File: src/rtl/hwpe_tcdm_arb_pkg.sv
// Shared sizing, request payload type and round-robin helper for the TCDM port arbiter.
package hwpe_tcdm_arb_pkg;

    localparam int unsigned N_MASTERS       = 2;
    localparam int unsigned N_PORTS         = 4;
    localparam int unsigned ADDR_W          = 32;
    localparam int unsigned DATA_W          = 32;
    localparam int unsigned BE_W            = DATA_W / 8;
    localparam int unsigned MAX_OUTSTANDING = 2;
    localparam int unsigned OWNER_W         = (N_MASTERS > 1) ? $clog2(N_MASTERS) : 1;
    localparam int unsigned CNT_W           = $clog2(MAX_OUTSTANDING + 1);

    typedef struct packed {
        logic [ADDR_W-1:0] add;
        logic              wen;
        logic [BE_W-1:0]   be;
        logic [DATA_W-1:0] data;
    } tcdm_req_t;

    // First requesting master at or after ptr, searching cyclically; ptr when nobody requests.
    function automatic logic [OWNER_W-1:0] rr_pick(input logic [N_MASTERS-1:0] req_vec,
                                                   input logic [OWNER_W-1:0]   ptr);
        logic [OWNER_W-1:0] pick;
        logic               found;
        int unsigned        idx;
        pick  = ptr;
        found = 1'b0;
        for (int unsigned i = 0; i < N_MASTERS; i++) begin
            idx = (32'(ptr) + i) % N_MASTERS;
            if (!found && req_vec[idx]) begin
                pick  = OWNER_W'(idx);
                found = 1'b1;
            end
        end
        return pick;
    endfunction

endpackage

File: src/rtl/hwpe_tcdm_port_arbiter_if.sv
// TCDM request/response bundle of N_CH channels; master drives requests, slave answers.
interface hwpe_tcdm_port_arbiter_if
    import hwpe_tcdm_arb_pkg::*;
#(
    parameter int unsigned N_CH = N_PORTS
);

    logic [N_CH-1:0]             req;
    logic [N_CH-1:0][ADDR_W-1:0] add;
    logic [N_CH-1:0]             wen;
    logic [N_CH-1:0][BE_W-1:0]   be;
    logic [N_CH-1:0][DATA_W-1:0] data;
    logic [N_CH-1:0]             gnt;
    logic [N_CH-1:0]             r_valid;
    logic [N_CH-1:0][DATA_W-1:0] r_data;

    modport master (output req, add, wen, be, data, input  gnt, r_valid, r_data);
    modport slave  (input  req, add, wen, be, data, output gnt, r_valid, r_data);

endinterface

File: src/rtl/tcdm_arb_owner_fifo.sv
// Circular FIFO of response owners; pointers wrap at DEPTH, caller never pushes full or pops empty.
module tcdm_arb_owner_fifo #(
    parameter int unsigned DEPTH = 2,
    parameter int unsigned WIDTH = 1
) (
    input  logic             clk_i,
    input  logic             rst_ni,
    input  logic             push,
    input  logic             pop,
    input  logic [WIDTH-1:0] wdata,
    output logic [WIDTH-1:0] rdata,
    output logic             full,
    output logic             empty
);

    localparam int unsigned PTR_W = (DEPTH > 1) ? $clog2(DEPTH) : 1;
    localparam int unsigned CNT_W = $clog2(DEPTH + 1);

    logic [WIDTH-1:0] mem [DEPTH];
    logic [PTR_W-1:0] wr_ptr;
    logic [PTR_W-1:0] rd_ptr;
    logic [CNT_W-1:0] count;

    function automatic logic [PTR_W-1:0] ptr_inc(input logic [PTR_W-1:0] ptr);
        return (ptr == PTR_W'(DEPTH - 1)) ? '0 : ptr + PTR_W'(1);
    endfunction

    always_ff @(posedge clk_i or negedge rst_ni) begin
        if (!rst_ni) begin
            wr_ptr <= '0;
            rd_ptr <= '0;
            count  <= '0;
        end else begin
            if (push) wr_ptr <= ptr_inc(wr_ptr);
            if (pop)  rd_ptr <= ptr_inc(rd_ptr);
            case ({push, pop})
                2'b10:   count <= count + CNT_W'(1);
                2'b01:   count <= count - CNT_W'(1);
                default: count <= count;
            endcase
        end
    end

    // Storage needs no reset: count alone decides what is valid.
    always_ff @(posedge clk_i) begin
        if (push) mem[wr_ptr] <= wdata;
    end

    assign rdata = mem[rd_ptr];
    assign full  = (count == CNT_W'(DEPTH));
    assign empty = (count == '0);

endmodule

File: src/rtl/hwpe_tcdm_port_arbiter.sv
// Per-port round-robin sharing of TCDM channels between masters, with in-order response routing.
module hwpe_tcdm_port_arbiter
    import hwpe_tcdm_arb_pkg::*;
(
    input  logic                     clk_i,
    input  logic                     rst_ni,
    hwpe_tcdm_port_arbiter_if.slave  m,
    hwpe_tcdm_port_arbiter_if.master s,
    output logic                     err_o
);

    logic [N_PORTS-1:0] spur;

    for (genvar p = 0; p < N_PORTS; p++) begin : g_port
        logic [N_MASTERS-1:0] req_vec;
        tcdm_req_t            cand [N_MASTERS];
        tcdm_req_t            sel;
        logic [OWNER_W-1:0]   rr_ptr;
        logic                 lock_vld;
        logic [OWNER_W-1:0]   lock_own;
        logic [OWNER_W-1:0]   winner;
        logic [OWNER_W-1:0]   head;
        logic                 win_req;
        logic                 hs;
        logic                 pop;
        logic                 full;
        logic                 empty;

        for (genvar mi = 0; mi < N_MASTERS; mi++) begin : g_m
            localparam int IDX = mi * N_PORTS + p;
            assign req_vec[mi]      = m.req[IDX];
            assign cand[mi]         = '{add: m.add[IDX], wen: m.wen[IDX], be: m.be[IDX], data: m.data[IDX]};
            assign m.gnt[IDX]       = hs & (winner == OWNER_W'(mi));
            assign m.r_valid[IDX]   = pop & (head == OWNER_W'(mi));
            assign m.r_data[IDX]    = s.r_data[p];
        end

        // A winner left waiting for a grant keeps the port until it is served.
        assign winner  = (lock_vld && req_vec[lock_own]) ? lock_own : rr_pick(req_vec, rr_ptr);
        assign win_req = req_vec[winner];
        assign sel     = win_req ? cand[winner] : '0;

        assign s.req[p]  = win_req & ~full;
        assign s.add[p]  = sel.add;
        assign s.wen[p]  = sel.wen;
        assign s.be[p]   = sel.be;
        assign s.data[p] = sel.data;

        assign hs      = s.req[p] & s.gnt[p];
        assign pop     = s.r_valid[p] & ~empty;
        assign spur[p] = s.r_valid[p] & empty;

        always_ff @(posedge clk_i or negedge rst_ni) begin
            if (!rst_ni) begin
                rr_ptr   <= '0;
                lock_vld <= 1'b0;
                lock_own <= '0;
            end else if (hs) begin
                rr_ptr   <= (winner == OWNER_W'(N_MASTERS - 1)) ? '0 : winner + OWNER_W'(1);
                lock_vld <= 1'b0;
            end else if (s.req[p]) begin
                lock_vld <= 1'b1;
                lock_own <= winner;
            end else begin
                lock_vld <= 1'b0;
            end
        end

        tcdm_arb_owner_fifo #(
            .DEPTH (MAX_OUTSTANDING),
            .WIDTH (OWNER_W)
        ) u_owner_fifo (
            .clk_i  (clk_i),
            .rst_ni (rst_ni),
            .push   (hs),
            .pop    (pop),
            .wdata  (winner),
            .rdata  (head),
            .full   (full),
            .empty  (empty)
        );
    end

    // Sticky flag for a response that arrives with nothing outstanding.
    always_ff @(posedge clk_i or negedge rst_ni) begin
        if (!rst_ni)    err_o <= 1'b0;
        else if (|spur) err_o <= 1'b1;
    end

endmodule

File: src/flat_wrapper.sv
// flat-port wrapper written by rule: the top's interface ports become plain ports
module hwpe_tcdm_port_arbiter_flat import hwpe_tcdm_arb_pkg::*;
  (clk_i, rst_ni, err_o, m_req, m_add, m_wen, m_be, m_data, m_gnt, m_r_valid, m_r_data, s_req, s_add, s_wen, s_be, s_data, s_gnt, s_r_valid, s_r_data);
  hwpe_tcdm_port_arbiter_if #(.N_CH(N_MASTERS * N_PORTS)) m_i ();
  hwpe_tcdm_port_arbiter_if #(.N_CH(N_PORTS)) s_i ();
  input  logic clk_i;
  input  logic rst_ni;
  output logic err_o;
  input wire logic [$bits(m_i.req)-1:0] m_req;
  input wire logic [$bits(m_i.add)-1:0] m_add;
  input wire logic [$bits(m_i.wen)-1:0] m_wen;
  input wire logic [$bits(m_i.be)-1:0] m_be;
  input wire logic [$bits(m_i.data)-1:0] m_data;
  output wire logic [$bits(m_i.gnt)-1:0] m_gnt;
  output wire logic [$bits(m_i.r_valid)-1:0] m_r_valid;
  output wire logic [$bits(m_i.r_data)-1:0] m_r_data;
  output wire logic [$bits(s_i.req)-1:0] s_req;
  output wire logic [$bits(s_i.add)-1:0] s_add;
  output wire logic [$bits(s_i.wen)-1:0] s_wen;
  output wire logic [$bits(s_i.be)-1:0] s_be;
  output wire logic [$bits(s_i.data)-1:0] s_data;
  input wire logic [$bits(s_i.gnt)-1:0] s_gnt;
  input wire logic [$bits(s_i.r_valid)-1:0] s_r_valid;
  input wire logic [$bits(s_i.r_data)-1:0] s_r_data;
  assign m_i.req = m_req;
  assign m_i.add = m_add;
  assign m_i.wen = m_wen;
  assign m_i.be = m_be;
  assign m_i.data = m_data;
  assign m_gnt = m_i.gnt;
  assign m_r_valid = m_i.r_valid;
  assign m_r_data = m_i.r_data;
  assign s_req = s_i.req;
  assign s_add = s_i.add;
  assign s_wen = s_i.wen;
  assign s_be = s_i.be;
  assign s_data = s_i.data;
  assign s_i.gnt = s_gnt;
  assign s_i.r_valid = s_r_valid;
  assign s_i.r_data = s_r_data;
  hwpe_tcdm_port_arbiter u_core (.clk_i(clk_i), .rst_ni(rst_ni), .m(m_i), .s(s_i), .err_o(err_o));
endmodule
File: config.mk
export PLATFORM = sky130hd
export DESIGN_NAME = hwpe_tcdm_port_arbiter_flat
export DESIGN_NICKNAME = d
export VERILOG_FILES = /design/src/rtl/hwpe_tcdm_arb_pkg.sv /design/src/rtl/hwpe_tcdm_port_arbiter_if.sv /design/src/rtl/tcdm_arb_owner_fifo.sv /design/src/rtl/hwpe_tcdm_port_arbiter.sv /design/src/flat_wrapper.sv
export SDC_FILE = /design/constraint.sdc
export NUM_CORES = 1
export LEC_CHECK = 0
export BUFFER_PORTS_ARGS = -buffer_cell sky130_fd_sc_hd__buf_2
export CAP_MARGIN = 20
export CORE_AREA = 10 10 473 475
export DETAILED_ROUTE_END_ITERATION = 12
export DIE_AREA = 0 0 483 485
export PLACE_DENSITY = 0.3
export SLEW_MARGIN = 5
export SYNTH_ARGS = -nofsm -noshare
export SYNTH_HDL_FRONTEND = slang
export SYNTH_SLANG_ARGS = --single-unit
File: constraint.sdc
create_clock -name clk_i -period 2.7 [get_ports clk_i]
set_input_delay 0.135 -clock clk_i [delete_from_list [all_inputs] [get_ports clk_i]]
set_output_delay 0.135 -clock clk_i [all_outputs]
set_load 0.05 [all_outputs]
# [Word-level counts from Yosys, hierarchy flattened]
# Memories as Yosys holds them, arrays and structs flattened.
# Index checks and enable logic that the tools add are counted.
[word_totals] regBits=29 ramBits=8 latchBits=0 input_bits=698 mem_count=4 mem_bits_ro=0
[classes] div=0 reduce_logical=25 n_addsub=24 magnitude_cmp=20 bitwise=56 n_mul=0 shifts=0 muxes=92 eq_ne=12
[mem_list] memory="u_core.g_port[0].u_owner_fifo.mem" depth=2 word_bits=1 read_ports=1 rd_ports_with_merged_regs=0 write_ports=1 line_no="tcdm_arb_owner_fifo.sv:19" rtl="logic [WIDTH-1:0] mem [DEPTH];"
[mem_list] memory="u_core.g_port[1].u_owner_fifo.mem" depth=2 word_bits=1 read_ports=1 rd_ports_with_merged_regs=0 write_ports=1 line_no="tcdm_arb_owner_fifo.sv:19"
[mem_list] memory="u_core.g_port[2].u_owner_fifo.mem" depth=2 word_bits=1 read_ports=1 rd_ports_with_merged_regs=0 write_ports=1 line_no="tcdm_arb_owner_fifo.sv:19"
[mem_list] memory="u_core.g_port[3].u_owner_fifo.mem" depth=2 word_bits=1 read_ports=1 rd_ports_with_merged_regs=0 write_ports=1 line_no="tcdm_arb_owner_fifo.sv:19"
[op_table] cell="2-to-1 mux 69 bit" n=16
[op_table] cell="2-to-1 mux 1 bit" n=72
[op_table] cell="bitwise AND 1 bit" n=32
[op_table] cell="< comparator 1 x 2 -> 1 bit, second input constant" n=16
[op_table] cell="NOT 1 bit" n=20
[op_table] cell="adder 1 bit, second input constant" n=16
[op_table] cell="== test 2 bit, second input constant" n=8
[op_table] cell="case mux 2 bit (2 select lines)" n=4
[op_table] cell="adder 2 x 1 -> 2 bit, second input constant" n=4
[op_table] cell="== test 2 x 1 -> 1 bit, second input constant" n=4
[op_table] cell="greater-or-equal comparator 2 bit, second input constant" n=4
[op_table] cell="logical AND 1 bit" n=8
[op_table] cell="zero test 2 bit" n=4
[op_table] cell="NOT 1 -> 2 bit" n=4
[op_table] cell="AND reduction 2 bit" n=4
[op_table] cell="nonzero test 2 bit" n=4
[op_table] cell="subtractor 2 x 1 -> 2 bit, second input constant" n=4
[op_table] cell="zero test 1 bit" n=4
[op_table] cell="OR reduction 4 bit" n=1

# [Longest topological paths before layout]
# Gate-level depths: netlist of the first run.
[logic_depth] ltp_word=13 depth_mapped=7 ltp_nobuf=7

# [Cells and area by module]
# A second synthesis of the first run with hierarchy kept.
[unflattened] hier_cells=925 area_unflattened_um2=7205.7
[by_module_without_submodules] mod="hwpe_tcdm_port_arbiter" cells_per_inst=849 instances=1 seq_area_each_um2=325.3 area_each_um2=6174.7
[by_module_without_submodules] mod="tcdm_arb_owner_fifo" cells_per_inst=19 instances=4 seq_area_each_um2=160.2 area_each_um2=257.7

# [Worst setup path after synthesis of the first run]
# Ideal clock, no wire load.
[synth_path] kind="flip-flop to flip-flop" startpoint="reg u_core.g_port[2].u_owner_fifo.count[0]" endpoint="reg u_core.g_port[2].u_owner_fifo.count[1]" path_slack_ns=0.759 arrival_ns=1.862 n_path_buf=0 setup_ns=0.079 required_time_ns=2.621 path_stages_with_launch=7 cell_sequence="dfrtp_1 > nand2b_1 > o21a_1 > nand2_1 > ha_1 > nor2_1 > xor2_1"
[synth_between] elab_chain_len=6 word_cells_on_any_way=13 classes_between="add/sub: 2; eq/ne: 3; mux: 1; bitwise: 5; reduce/logical: 2"
[synth_rtl] item="from (decl)" line_no="tcdm_arb_owner_fifo.sv:22" rtl="logic [CNT_W-1:0] count;"
[synth_rtl] item="from (signal assigned)" line_no="tcdm_arb_owner_fifo.sv:37" rtl="2'b10: count <= count + CNT_W'(1);"
[synth_rtl] item="from (signal assigned)" line_no="tcdm_arb_owner_fifo.sv:38" rtl="2'b01: count <= count - CNT_W'(1);"
[synth_rtl] item="from (signal assigned)" line_no="tcdm_arb_owner_fifo.sv:39" rtl="default: count <= count;"
[synth_rtl] item="== test 2 bit (*)" line_no="tcdm_arb_owner_fifo.sv:50" rtl="assign full = (count == CNT_W'(DEPTH));"
[synth_rtl] item="NOT 1 bit (*)" line_no="hwpe_tcdm_port_arbiter.sv:43" rtl="assign s.req[p] = win_req & ~full;"
[synth_rtl] item="bitwise AND 1 bit (*)" line_no="hwpe_tcdm_port_arbiter.sv:43"
[synth_rtl] item="named net s_req[2]" line_no="flat_wrapper.sv:17" rtl="output wire logic [$bits(s_i.req)-1:0] s_req;"
[synth_rtl] item="bitwise AND 1 bit (*)" line_no="hwpe_tcdm_port_arbiter.sv:49" rtl="assign hs = s.req[p] & s.gnt[p];"
[synth_rtl] item="== test 2 x 1 -> 1 bit / == test 2 bit (equally long branches)" line_no="tcdm_arb_owner_fifo.sv:36" rtl="case ({push, pop})"
[synth_rtl] item="case mux 2 bit (2 select lines) / nonzero test 2 bit (equally long branches)"
# Mark *: on every way through the listed nets, which the timed path passes. The rest lies on a longest branch.
# A chain may end at the register's enable or synchronous reset.

# [Worst setup path after layout of the first run]
[layout_path] startpoint="reg u_core.g_port[1].lock_vld" endpoint="out s_add[61]"
[layout_between] elab_chain_len=7 word_cells_on_any_way=9 classes_between="mux: 7; bitwise: 1; reduce/logical: 1"
[layout_rtl] item="from (decl)" line_no="hwpe_tcdm_port_arbiter.sv:19" rtl="logic lock_vld;"
[layout_rtl] item="from (signal assigned)" line_no="hwpe_tcdm_port_arbiter.sv:56" rtl="lock_vld <= 1'b0;"
[layout_rtl] item="from (signal assigned)" line_no="hwpe_tcdm_port_arbiter.sv:60" rtl="lock_vld <= 1'b0;"
[layout_rtl] item="from (signal assigned)" line_no="hwpe_tcdm_port_arbiter.sv:62" rtl="lock_vld <= 1'b1;"
[layout_rtl] item="logical AND 1 bit (*)" line_no="hwpe_tcdm_port_arbiter.sv:39" rtl="assign winner = (lock_vld && req_vec[lock_own]) ? lock_own : rr_pick(req_vec, rr_ptr);"
[layout_rtl] item="2-to-1 mux 1 bit (*)" line_no="hwpe_tcdm_port_arbiter.sv:39"
[layout_rtl] item="NOT 1 -> 2 bit (not written as such)" line_no="hwpe_tcdm_port_arbiter.sv:41" rtl="assign sel = win_req ? cand[winner] : '0;"
[layout_rtl] item="2-to-1 mux 69 bit (not written as such) (3 in a row)" line_no="hwpe_tcdm_port_arbiter.sv:41"
[layout_rtl] item="2-to-1 mux 69 bit (*)" line_no="hwpe_tcdm_port_arbiter.sv:41"
[layout_rtl] item="to (decl)" line_no="flat_wrapper.sv:18" rtl="output wire logic [$bits(s_i.add)-1:0] s_add;"
# Mark *: on every way between the ends. The rest lies on a longest branch, timed or not. The select of a mux whose other input is x is not followed.

==> results of run 1 <==
metrics by stage:
step,cells,total power [mW],setup slack [ns]
after global placement,4189,11.1,0.108
after floorplan,779,7.30,0.759
final,4216,11.6,0.0656
after detailed placement,4189,11.0,0.162
after CTS,4203,12.1,0.00237
after global routing,4208,12.4,0.000149
kinds of logic after synthesis:
kind of cell,Yosys count,synth area share
AO/OA/AOI/OAI,316,0.408
multiplexers,6,0.0107
buffers and inverters,331,0.349
flip-flops,37,0.148
AND/OR/NAND/NOR,65,0.0494
adder cells (fa/ha/maj),4,0.00765
XOR/XNOR,20,0.0268
metal layers:
| layer | vias to the layer above | global-route usage |
|---|---|---|
| met1 | 4286 | 0.109 |
| met4 | 16 | 0.0228 |
| met3 | 237 | 0.109 |
| met2 | 953 | 0.166 |
| li1 | 3838 | - |
| met5 | - | 0 |
repair_timing:
action | 4_1_cts | 5_1_grt
hold buffers | 2 | 0
cloned | 1 | 0
setup buffers | 3 | 2
endpoints found under the hold margin | 4 | 0
pin swaps | 2 | 1
setup endpoints to repair | 18 | 13
resized for setup | 10 | 4
worst max-delay path: stages (launching register included):
cell	delay (ns)
dfrtp_1	0.39
mux2_4	0.33
a21oi_4	0.18
buf_12	0.27
a22o_1	0.53
buf_2	0.42
worst max path at each step:
stage | startpoint | endpoint | slack, ns | cells past startpoint
after floorplan | u_core.g_port[2].u_owner_fifo.count[0]$_DFFE_PN0P_ | u_core.g_port[2].u_owner_fifo.count[1]$_DFFE_PN0P_ | 0.76 | 6
after global placement | u_core.g_port[2].rr_ptr$_DFFE_PN0N_ | s_add[71] | 0.11 | 6
after detailed placement | u_core.g_port[2].rr_ptr$_DFFE_PN0N_ | s_add[71] | 0.16 | 6
after CTS | u_core.g_port[3].rr_ptr$_DFFE_PN0N_ | s_data[123] | 0.002 | 6
after global routing | u_core.g_port[1].lock_vld$_DFF_PN0_ | s_add[53] | 0.0001 | 5
final | u_core.g_port[1].lock_vld$_DFF_PN0_ | s_add[61] | 0.07 | 5
area by class of cell:
cell class              instances  area (um2)
flip-flops and latches         37         966
clock inverters                 3        68.8
repair buffers                898        5380
clock buffers                   5         125
inverters                      13        48.8
well taps                    2838        3550
fillers                     25452      200000
multi-input cells             412        3380
diodes                         10        25.0
layout by cell type, fill, tap and decap left out, drive strengths merged, types with 3 or more instances in the layout:
| cell type | n |
|---|---|
| o21ai | 11 |
| xor2 | 4 |
| inv | 14 |
| mux2i | 4 |
| xnor2 | 16 |
| nand2b | 3 |
| a31oi | 5 |
| nor2b | 12 |
| nor2 | 30 |
| a21oi | 14 |
| and3 | 9 |
| diode | 10 |
| ha | 4 |
| edfxtp | 8 |
| a22o | 276 |
| nand2 | 6 |
| dfrtp | 29 |
| buf | 893 |
| o21a | 8 |
| clkbuf | 8 |
cells in the mapped netlist (5+ instances only):
library cell / n
and3_1: 8
o21ai_0: 9
inv_1: 13
o21a_1: 7
nor2_1: 29
buf_4: 256
buf_2: 53
nand2_1: 6
edfxtp_1: 8
a21oi_1: 10
clkbuf_1: 7
xnor2_1: 16
dfrtp_1: 29
a31oi_1: 5
nor2b_1: 12
a22o_1: 276
sequential cells by signal, summed over array words and instances (netlist names):
name	cells
u_core.g_port.u_owner_fifo.count	8
u_core.g_port.u_owner_fifo.mem	8
u_core.g_port.lock_own	4
u_core.g_port.lock_vld	4
u_core.g_port.rr_ptr	4
u_core.g_port.u_owner_fifo.rd_ptr	4
u_core.g_port.u_owner_fifo.wr_ptr	4
u_core.err_o	1
where the power goes:
part / switching [mW] / leakage (nW) / internal, mW
Clock: 0.331 / 0.0945 / 0.536
Sequential: 0.207 / 0.414 / 0.823
Combinational: 7.20 / 5.50 / 2.54
==> impl_metrics.env, run 1 <==
export IMPL_status="finished, final reports clean"
export IMPL_finalHoldViolations=0
export IMPL_drtIter0Drc=417
export IMPL_end_kind="output pin"
export IMPL_grt_pass1_vias=9760
export IMPL_setup_tns_ns=0
export IMPL_syn_cell_area_um2=6540
export IMPL_finalCritPeriodShare=0.976
export IMPL_io_buffer_count=866
export IMPL_die_x_um=483
export IMPL_hpwl_mm=130
export IMPL_io_pins=1251
export IMPL_syn2layout_area_growth_pct=107
export IMPL_worstSkewPairLatency_ns=0.34
export IMPL_wl_per_cell_um=32.5
export IMPL_postSynthAreaPerCell_um2=8.40
export IMPL_whs_path_depth=2
export IMPL_rsz0062_at_grt="no"
export IMPL_maxCapViolations=0
export IMPL_synth_seq_cells=37
export IMPL_critPathMaxFanout=48
export IMPL_holdPathEnd="u_core.g_port[0].lock_vld$_DFF_PN0_"
export IMPL_drive_gt1_frac=0.678
export IMPL_hp_start="s_gnt[0]"
export IMPL_dr_wl_met2_mm=57.1
export IMPL_final_core_util=0.0633
export IMPL_die_area_um2=234000
export IMPL_finalCriticalPeriod_ns=2.63
export IMPL_highest_layer="met5"
export IMPL_yosys_most_used_dff="dfrtp_1"
export IMPL_ys_async_sr_fraction=0.784
export IMPL_skew_ns=0.0281
export IMPL_fmax_mhz=380
export IMPL_path_class="flip-flop to output pin"
export IMPL_ctsHtreeMaxLevel=2
export IMPL_cts_inserted_buffers=5
export IMPL_drtPass1Iterations=4
export IMPL_arrival_ns=2.50
export IMPL_timing_rr_start="u_core.g_port[1].u_owner_fifo.count[1]$_DFFE_PN0P_"
export IMPL_nets=2069
export IMPL_die_h_um=485
export IMPL_drc=0
export IMPL_crit_path_start_kind="flip-flop"
export IMPL_grt_start_max_net_pins=67
export IMPL_tightestPinTransition_ns=0.690
export IMPL_drt_total_wl_mm=137
export IMPL_synth_nets=1481
export IMPL_core_um2=214000
export IMPL_tritoncts="built"
export IMPL_slew_viol_final=0
export IMPL_yosysSeqAreaShare=0.148
export IMPL_min_path_type="primary input to flip-flop"
export IMPL_cts_sinks=37
export IMPL_reg2regPathDepth=8
export IMPL_power_density_nw_per_um2=860
export IMPL_synth_edf_count=8
export IMPL_ys_types=32
export IMPL_dr_wl_met3_mm=29.3
export IMPL_fp_row_count=170
export IMPL_grt_pass1_wl_mm=160
export IMPL_clockBufferDepth=2
export IMPL_initial_core_util=0.0306
export IMPL_cp_required_ns=2.57
export IMPL_peakVddDrop_mv=0.267
export IMPL_setup_viol=0
export IMPL_placed_area_um2=13200
export IMPL_grt_overflow_total=0
export IMPL_ant_nets=0
export IMPL_r2r_end="u_core.g_port[1].u_owner_fifo.count[1]$_DFFE_PN0P_"
export IMPL_whs_ns=0.0602
export IMPL_relSlewSlack=0.540
export IMPL_yosysTopAreaCellShare=0.370
export IMPL_place_congestion=0.841
export IMPL_fin_area_um2=13500
export IMPL_track_usage=0.110
export IMPL_cts_root_buffer="clkbuf_16"
export IMPL_grt_antenna_before_repair=76
export IMPL_yosysWarnings=0
export IMPL_r2r_slack_ns=0.58
export IMPL_leakage_nw=6.01
export IMPL_num_vias=9330
export IMPL_synthesis_instances=779
export IMPL_clkTransAtPathRegs_ns=0.09
export IMPL_viasPerCell=2.21
export IMPL_netlist_top_cells_area="a22o_1, buf_4, dfrtp_1"
export IMPL_wl_met1_mm=47.1
export IMPL_synth_area_leader_cell="a22o_1"
(Power assumes the default switching activity.)
==> inputs of run 2 (changes only) <==
--- a/config.mk
+++ b/config.mk
@@ -7,9 +7,9 @@
 export LEC_CHECK = 0
 export BUFFER_PORTS_ARGS = -buffer_cell sky130_fd_sc_hd__buf_2
 export CAP_MARGIN = 20
-export CORE_AREA = 10 10 473 475
+export CORE_AREA = 8 8 485 487
 export DETAILED_ROUTE_END_ITERATION = 12
-export DIE_AREA = 0 0 483 485
+export DIE_AREA = 0 0 493 495
 export PLACE_DENSITY = 0.3
 export SLEW_MARGIN = 5
 export SYNTH_ARGS = -nofsm -noshare
==> run 2 against run 1 <==
  * Worst hold slack improved by 0.049 ns
  * Setup slack improved by 0.012 ns
  * Sequential share of layout area decreased by 0.070 points
  * Highest routed layer unchanged
  * Count of clock-buffer cells in the layout increased by 2
  * First-iteration DRC count increased by 35%
  * Clock power decreased by 23%
  * Critical path depth increased by 1
  * Fmax increased by 0.44%
  * Global-route usage decreased by 0.18 points
  * Die area increased by 4.2%
  * Via count increased by 2.7%
==> impl_metrics.env, run 2 (synthesis gave the netlist of run 1 again) <==
export IMPL_die_x_um=493
export IMPL_peakVddDrop_mv=0.353
export IMPL_power_density_nw_per_um2=844
export IMPL_place_ws_ns=0.0605
export IMPL_min_path_type="primary input to flip-flop"
export IMPL_grt_pass1_vias=9941
export IMPL_track_usage=0.109
export IMPL_num_vias=9585
export IMPL_grt_pass1_wl_mm=162
export IMPL_layout_top_registers="u_core.g_port.u_owner_fifo.count (8), u_core.g_port.u_owner_fifo.mem (8)"
export IMPL_dp_cells=4374
export IMPL_rsz0062_at_grt="no"
export IMPL_finalCriticalPeriod_ns=2.62
export IMPL_worstSkewPairLatency_ns=0.30
export IMPL_hpwl_mm=134
export IMPL_grt_antenna_before_repair=125
export IMPL_dr_wl_met2_mm=60.2
export IMPL_worst_slack_ns=0.0773
export IMPL_die_area_um2=244000
export IMPL_leakage_nw=5.95
export IMPL_crit_path_start_kind="flip-flop"
export IMPL_ctsHtreeMaxLevel=2
export IMPL_placed_area_um2=13400
export IMPL_multiInputGateArea_um2=3380
export IMPL_die_h_um=495
export IMPL_ant_nets=0
export IMPL_path_class="flip-flop to output pin"
export IMPL_tritoncts="built"
export IMPL_final_seq_area_um2=966
export IMPL_nets=2063
export IMPL_dr_wl_met3_mm=31.2
export IMPL_clkTransAtPathRegs_ns=0.07
export IMPL_tightestPinTransition_ns=0.991
export IMPL_maxCapViolations=0
export IMPL_totalPowerFinal_mw=11.5
export IMPL_io_pins=1251
export IMPL_clockBufferDepth=2
export IMPL_relSlewSlack=0.339
export IMPL_fp_row_count=176
export IMPL_drc=0
export IMPL_wl_met1_mm=46.3
export IMPL_core_um2=228000
export IMPL_cts_inserted_buffers=5
export IMPL_stdcell_count=4400
export IMPL_fillers=27212
export IMPL_finalHoldViolations=0
export IMPL_finalCritPeriodShare=0.971
export IMPL_drtPass1Iterations=5
export IMPL_grt_start_max_net_pins=71
export IMPL_highest_layer="met5"
export IMPL_fin_area_um2=13700
export IMPL_skew_ns=0.00741
export IMPL_setup_tns_ns=0
export IMPL_fmax_mhz=381
export IMPL_cp_required_ns=2.57
export IMPL_critPathMaxFanout=70
export IMPL_drtIter0Drc=563
export IMPL_end_kind="output pin"
export IMPL_setup_viol=0
export IMPL_arrival_ns=2.49
export IMPL_viasPerCell=2.18
export IMPL_final_common_cell="buf_2"
export IMPL_drive_gt1_frac=0.673
export IMPL_cts_root_buffer="clkbuf_16"
export IMPL_syn2layout_area_growth_pct=109
export IMPL_mostFrequentLayoutCells="buf_2, a22o_1, buf_12, nor2_1, dfrtp_1"
export IMPL_slew_viol_final=0
export IMPL_wl_per_cell_um=32.1
export IMPL_grt_overflow_total=0
export IMPL_place_congestion=0.941
export IMPL_cts_sinks=37
export IMPL_drt_total_wl_mm=141
export IMPL_initial_core_util=0.0287
export IMPL_io_buffer_count=866
export IMPL_status="finished, final reports clean"
-- run 2: changes by cell type in the layout (fill, tap and decap cells not counted) --
cell       delta
a22o_1        +5
a22o_2        -5
buf_12        -2
buf_2         -2
bufinv_16     -2
clkbuf_4      -3
clkbuf_8      +2
clkinv_2      +1
diode_2       +2
inv_6         -1
o21a_2        +1
-- run 2: worst paths after layout --
check | start | end | slack, ns | cells after the start
setup reg to reg | u_core.g_port[1].u_owner_fifo.count[1]$_DFFE_PN0P_ | u_core.g_port[1].u_owner_fifo.count[1]$_DFFE_PN0P_ | 0.77 | 7
min in group asynchronous | rst_ni | u_core.g_port[3].lock_vld$_DFF_PN0_ | 0.47 | 2
hold reg to reg | u_core.err_o$_DFFE_PN0P_ | u_core.err_o$_DFFE_PN0P_ | 0.47 | 2
hold / removal | s_gnt[0] | u_core.g_port[0].lock_vld$_DFF_PN0_ | 0.11 | 2
setup / recovery | u_core.g_port[2].lock_vld$_DFF_PN0_ | s_add[94] | 0.08 | 6
max in group asynchronous | rst_ni | u_core.g_port[0].lock_own$_DFFE_PN0P_ | 1.54 | 3
-- run 2: cell type report --
class / count / area share
clock inverter: 1 / 0.000366
timing repair buffer: 891 / 0.388
multi-input combinational: 413 / 0.247
antenna: 12 / 0.00220
clock buffer: 7 / 0.0112
tap: 3026 / 0.277
sequential: 37 / 0.0706
inverter: 13 / 0.00357
-- run 2: critical path: stages, from the launching register on --
cell and delay, ns:
dfrtp_1 0.44, nand2_1 0.14, o21ai_4 0.09, a21oi_4 0.22
buf_12 0.30, a22o_1 0.53, buf_2 0.37
-- run 2: timing repair --
item / CTS / global route
gates resized for setup: 5 / 0
buffers inserted: 2 / 0
hold buffers: 2 / 0
setup endpoints to repair: 35 / 0
endpoints found under the hold margin: 22 / 0
-- run 2: metal layers --
layer / vias up / GRT usage
li1: 3838 / -
met1: 4457 / 0.106
met2: 1013 / 0.168
met3: 257 / 0.106
met4: 20 / 0.0184
met5: - / 0.00179
-- run 2: where the power goes --
part           switching (mW)  internal (mW)
clock                   0.277          0.393
sequential              0.219          0.823
combinational            7.30           2.53
-- run 2: metrics by stage --
| step | utilization | hold WS (ns) |
|---|---|---|
| CTS | 0.0598 | 0.0972 |
| floorplan | - | -0.161 |
| global route | 0.0598 | 0.102 |
| global placement | 0.0588 | 0.271 |
| finish | 0.0599 | 0.109 |
| detailed placement | 0.0588 | 0.271 |
==> inputs of run 3 (changes only) <==
==> constraint.sdc (replaced) <==
create_clock -name clk_i -period 3.2 [get_ports clk_i]
set_input_delay 0.16 -clock clk_i [delete_from_list [all_inputs] [get_ports clk_i]]
set_output_delay 0.16 -clock clk_i [all_outputs]
set_load 0.05 [all_outputs]
==> run 3 against run 2 <==
  * Worst hold slack worse by 0.057 ns
  * Via count decreased by 0.38%
  * Cell area is 6.2% lower
  * Sequential share of layout area rose by 0.47 points
  * Register-to-register slack improved by 0.45 ns
  * First-iteration DRC count fell by 14%
  * Clock skew up 0.0034 ns
  * Die area unchanged
  * Wire length up 5.5%
  * Cell count shrank 0.32%
==> impl_metrics.env, run 3 (synthesis gave the netlist of run 1 again) <==
export IMPL_finalCritPeriodShare=0.929
export IMPL_finalHoldViolations=0
export IMPL_drtIter0Drc=485
export IMPL_nets=2053
export IMPL_tritoncts="built"
export IMPL_mostFrequentLayoutCells="buf_2, a22o_1, nor2_1, dfrtp_1, xnor2_1"
export IMPL_cts_sinks=37
export IMPL_grt_start_max_net_pins=72
export IMPL_layout_top_registers="u_core.g_port.u_owner_fifo.count (8), u_core.g_port.u_owner_fifo.mem (8)"
export IMPL_clockBufferDepth=2
export IMPL_wl_per_cell_um=33.9
export IMPL_num_vias=9549
export IMPL_whs_ns=0.0520
export IMPL_io_buffer_count=866
export IMPL_ant_nets=0
export IMPL_post_cts_resized=0
export IMPL_cts_inserted_buffers=5
export IMPL_drc=0
export IMPL_viasPerCell=2.18
export IMPL_peakVddDrop_mv=0.300
export IMPL_swShare=0.703
export IMPL_end_kind="output pin"
export IMPL_finalCriticalPeriod_ns=2.97
export IMPL_tightestPinTransition_ns=0.873
export IMPL_totalPowerFinal_mw=9.08
export IMPL_grt_antenna_before_repair=96
export IMPL_die_area_um2=244000
export IMPL_setup_tns_ns=0
export IMPL_slew_viol_final=0
export IMPL_power_density_nw_per_um2=708
export IMPL_worst_slack_ns=0.228
export IMPL_track_usage=0.115
export IMPL_worstSkewPairLatency_ns=0.31
export IMPL_core_um2=228000
export IMPL_drt_total_wl_mm=149
export IMPL_io_pins=1251
export IMPL_drtPass1Iterations=5
export IMPL_final_common_cell="buf_2"
export IMPL_p_clk_frac=0.057
export IMPL_die_x_um=493
export IMPL_switchingPower_mw=6.38
export IMPL_leakage_nw=5.67
export IMPL_placed_area_um2=12700
export IMPL_skew_ns=0.0108
export IMPL_setup_viol=0
export IMPL_drive_gt1_frac=0.666
export IMPL_combPwrFrac=0.846
export IMPL_fp_row_count=176
export IMPL_status="finished, final reports clean"
export IMPL_crit_path_start_kind="flip-flop"
export IMPL_syn2layout_area_growth_pct=96.0
export IMPL_place_congestion=0.881
export IMPL_cp_required_ns=3.04
export IMPL_initial_core_util=0.0287
export IMPL_arrival_ns=2.81
export IMPL_maxCapViolations=0
export IMPL_grt_pass1_wl_mm=171
export IMPL_path_class="flip-flop to output pin"
export IMPL_post_cts_buffers=0
export IMPL_relSlewSlack=0.418
export IMPL_place_ws_ns=0.523
export IMPL_rsz0062_at_grt="no"
export IMPL_seqPwrFrac=0.097
export IMPL_cts_root_buffer="clkbuf_16"
export IMPL_ctsHtreeMaxLevel=2
export IMPL_clkTransAtPathRegs_ns=0.06
export IMPL_fmax_mhz=336
export IMPL_grt_overflow_total=0
export IMPL_critPathMaxFanout=55
export IMPL_hpwl_mm=141
export IMPL_ctsHoldBuffers=1
export IMPL_min_path_type="primary input to flip-flop"
export IMPL_fin_area_um2=12800
export IMPL_p_int_mw=2.70
export IMPL_die_h_um=495
export IMPL_grt_pass1_vias=10201
export IMPL_fillers=27267
[run 3: path summary, 6_finish.rpt]
kind / from / end / slack (ns) / depth (start not counted)
max in group asynchronous: rst_ni / u_core.g_port[1].u_owner_fifo.count[1]$_DFFE_PN0P_ / 2.09 / 3
hold / removal: s_gnt[1] / u_core.g_port[1].lock_vld$_DFF_PN0_ / 0.05 / 2
setup reg to reg: u_core.g_port[2].u_owner_fifo.count[0]$_DFFE_PN0P_ / u_core.g_port[2].u_owner_fifo.count[1]$_DFFE_PN0P_ / 1.22 / 6
min in group asynchronous: rst_ni / u_core.g_port[0].u_owner_fifo.rd_ptr$_DFFE_PN0P_ / 0.37 / 2
hold reg to reg: u_core.err_o$_DFFE_PN0P_ / u_core.err_o$_DFFE_PN0P_ / 0.47 / 2
setup / recovery: u_core.g_port[3].rr_ptr$_DFFE_PN0N_ / s_data[123] / 0.23 / 6
[run 3: metal layers]
layer	track usage	share of wire	up-vias
li1	-	-	3806
met1	0.117	0.35	4482
met2	0.176	0.42	941
met3	0.105	0.20	278
met4	0.0222	0.024	42
met5	0.00159	0.0023	-
[run 3: through the flow]
step / instances / utilization
5_1_grt: 4382 / 0.0562
3_5_place_dp: 4369 / 0.0555
2_1_floorplan: 779 / -
6_report: 4386 / 0.0562
4_1_cts: 4378 / 0.0561
3_3_place_gp: 4369 / 0.0555
[run 3: power by group through the flow]
stage          sequential (mW)  clock, mW  combinational, mW
3_5_place_dp             0.889          0               7.94
5_1_grt                  0.912      0.578               8.17
3_3_place_gp             0.905          0               8.03
6_report                 0.882      0.515               7.68
4_1_cts                  0.881      0.566               7.97
2_1_floorplan            0.837          0               5.32
[run 3: cell type report]
type                       count  area (um2)  share of cell area
sequential                    37         966              0.0753
tap                         3026        3790               0.295
antenna                        8        20.0             0.00156
multi-input combinational    411        3350               0.261
inverter                      13        48.8             0.00381
timing repair buffer         883        4510               0.352
clock buffer                   8         136              0.0106
[run 3: worst max-delay path, stage by stage (launching register included)]
cell and delay, ns:
dfrtp_1 0.41, inv_1 0.10, o21ai_1 0.39, o21a_4 0.71, buf_12 0.25, a22o_1 0.28
buf_2 0.32
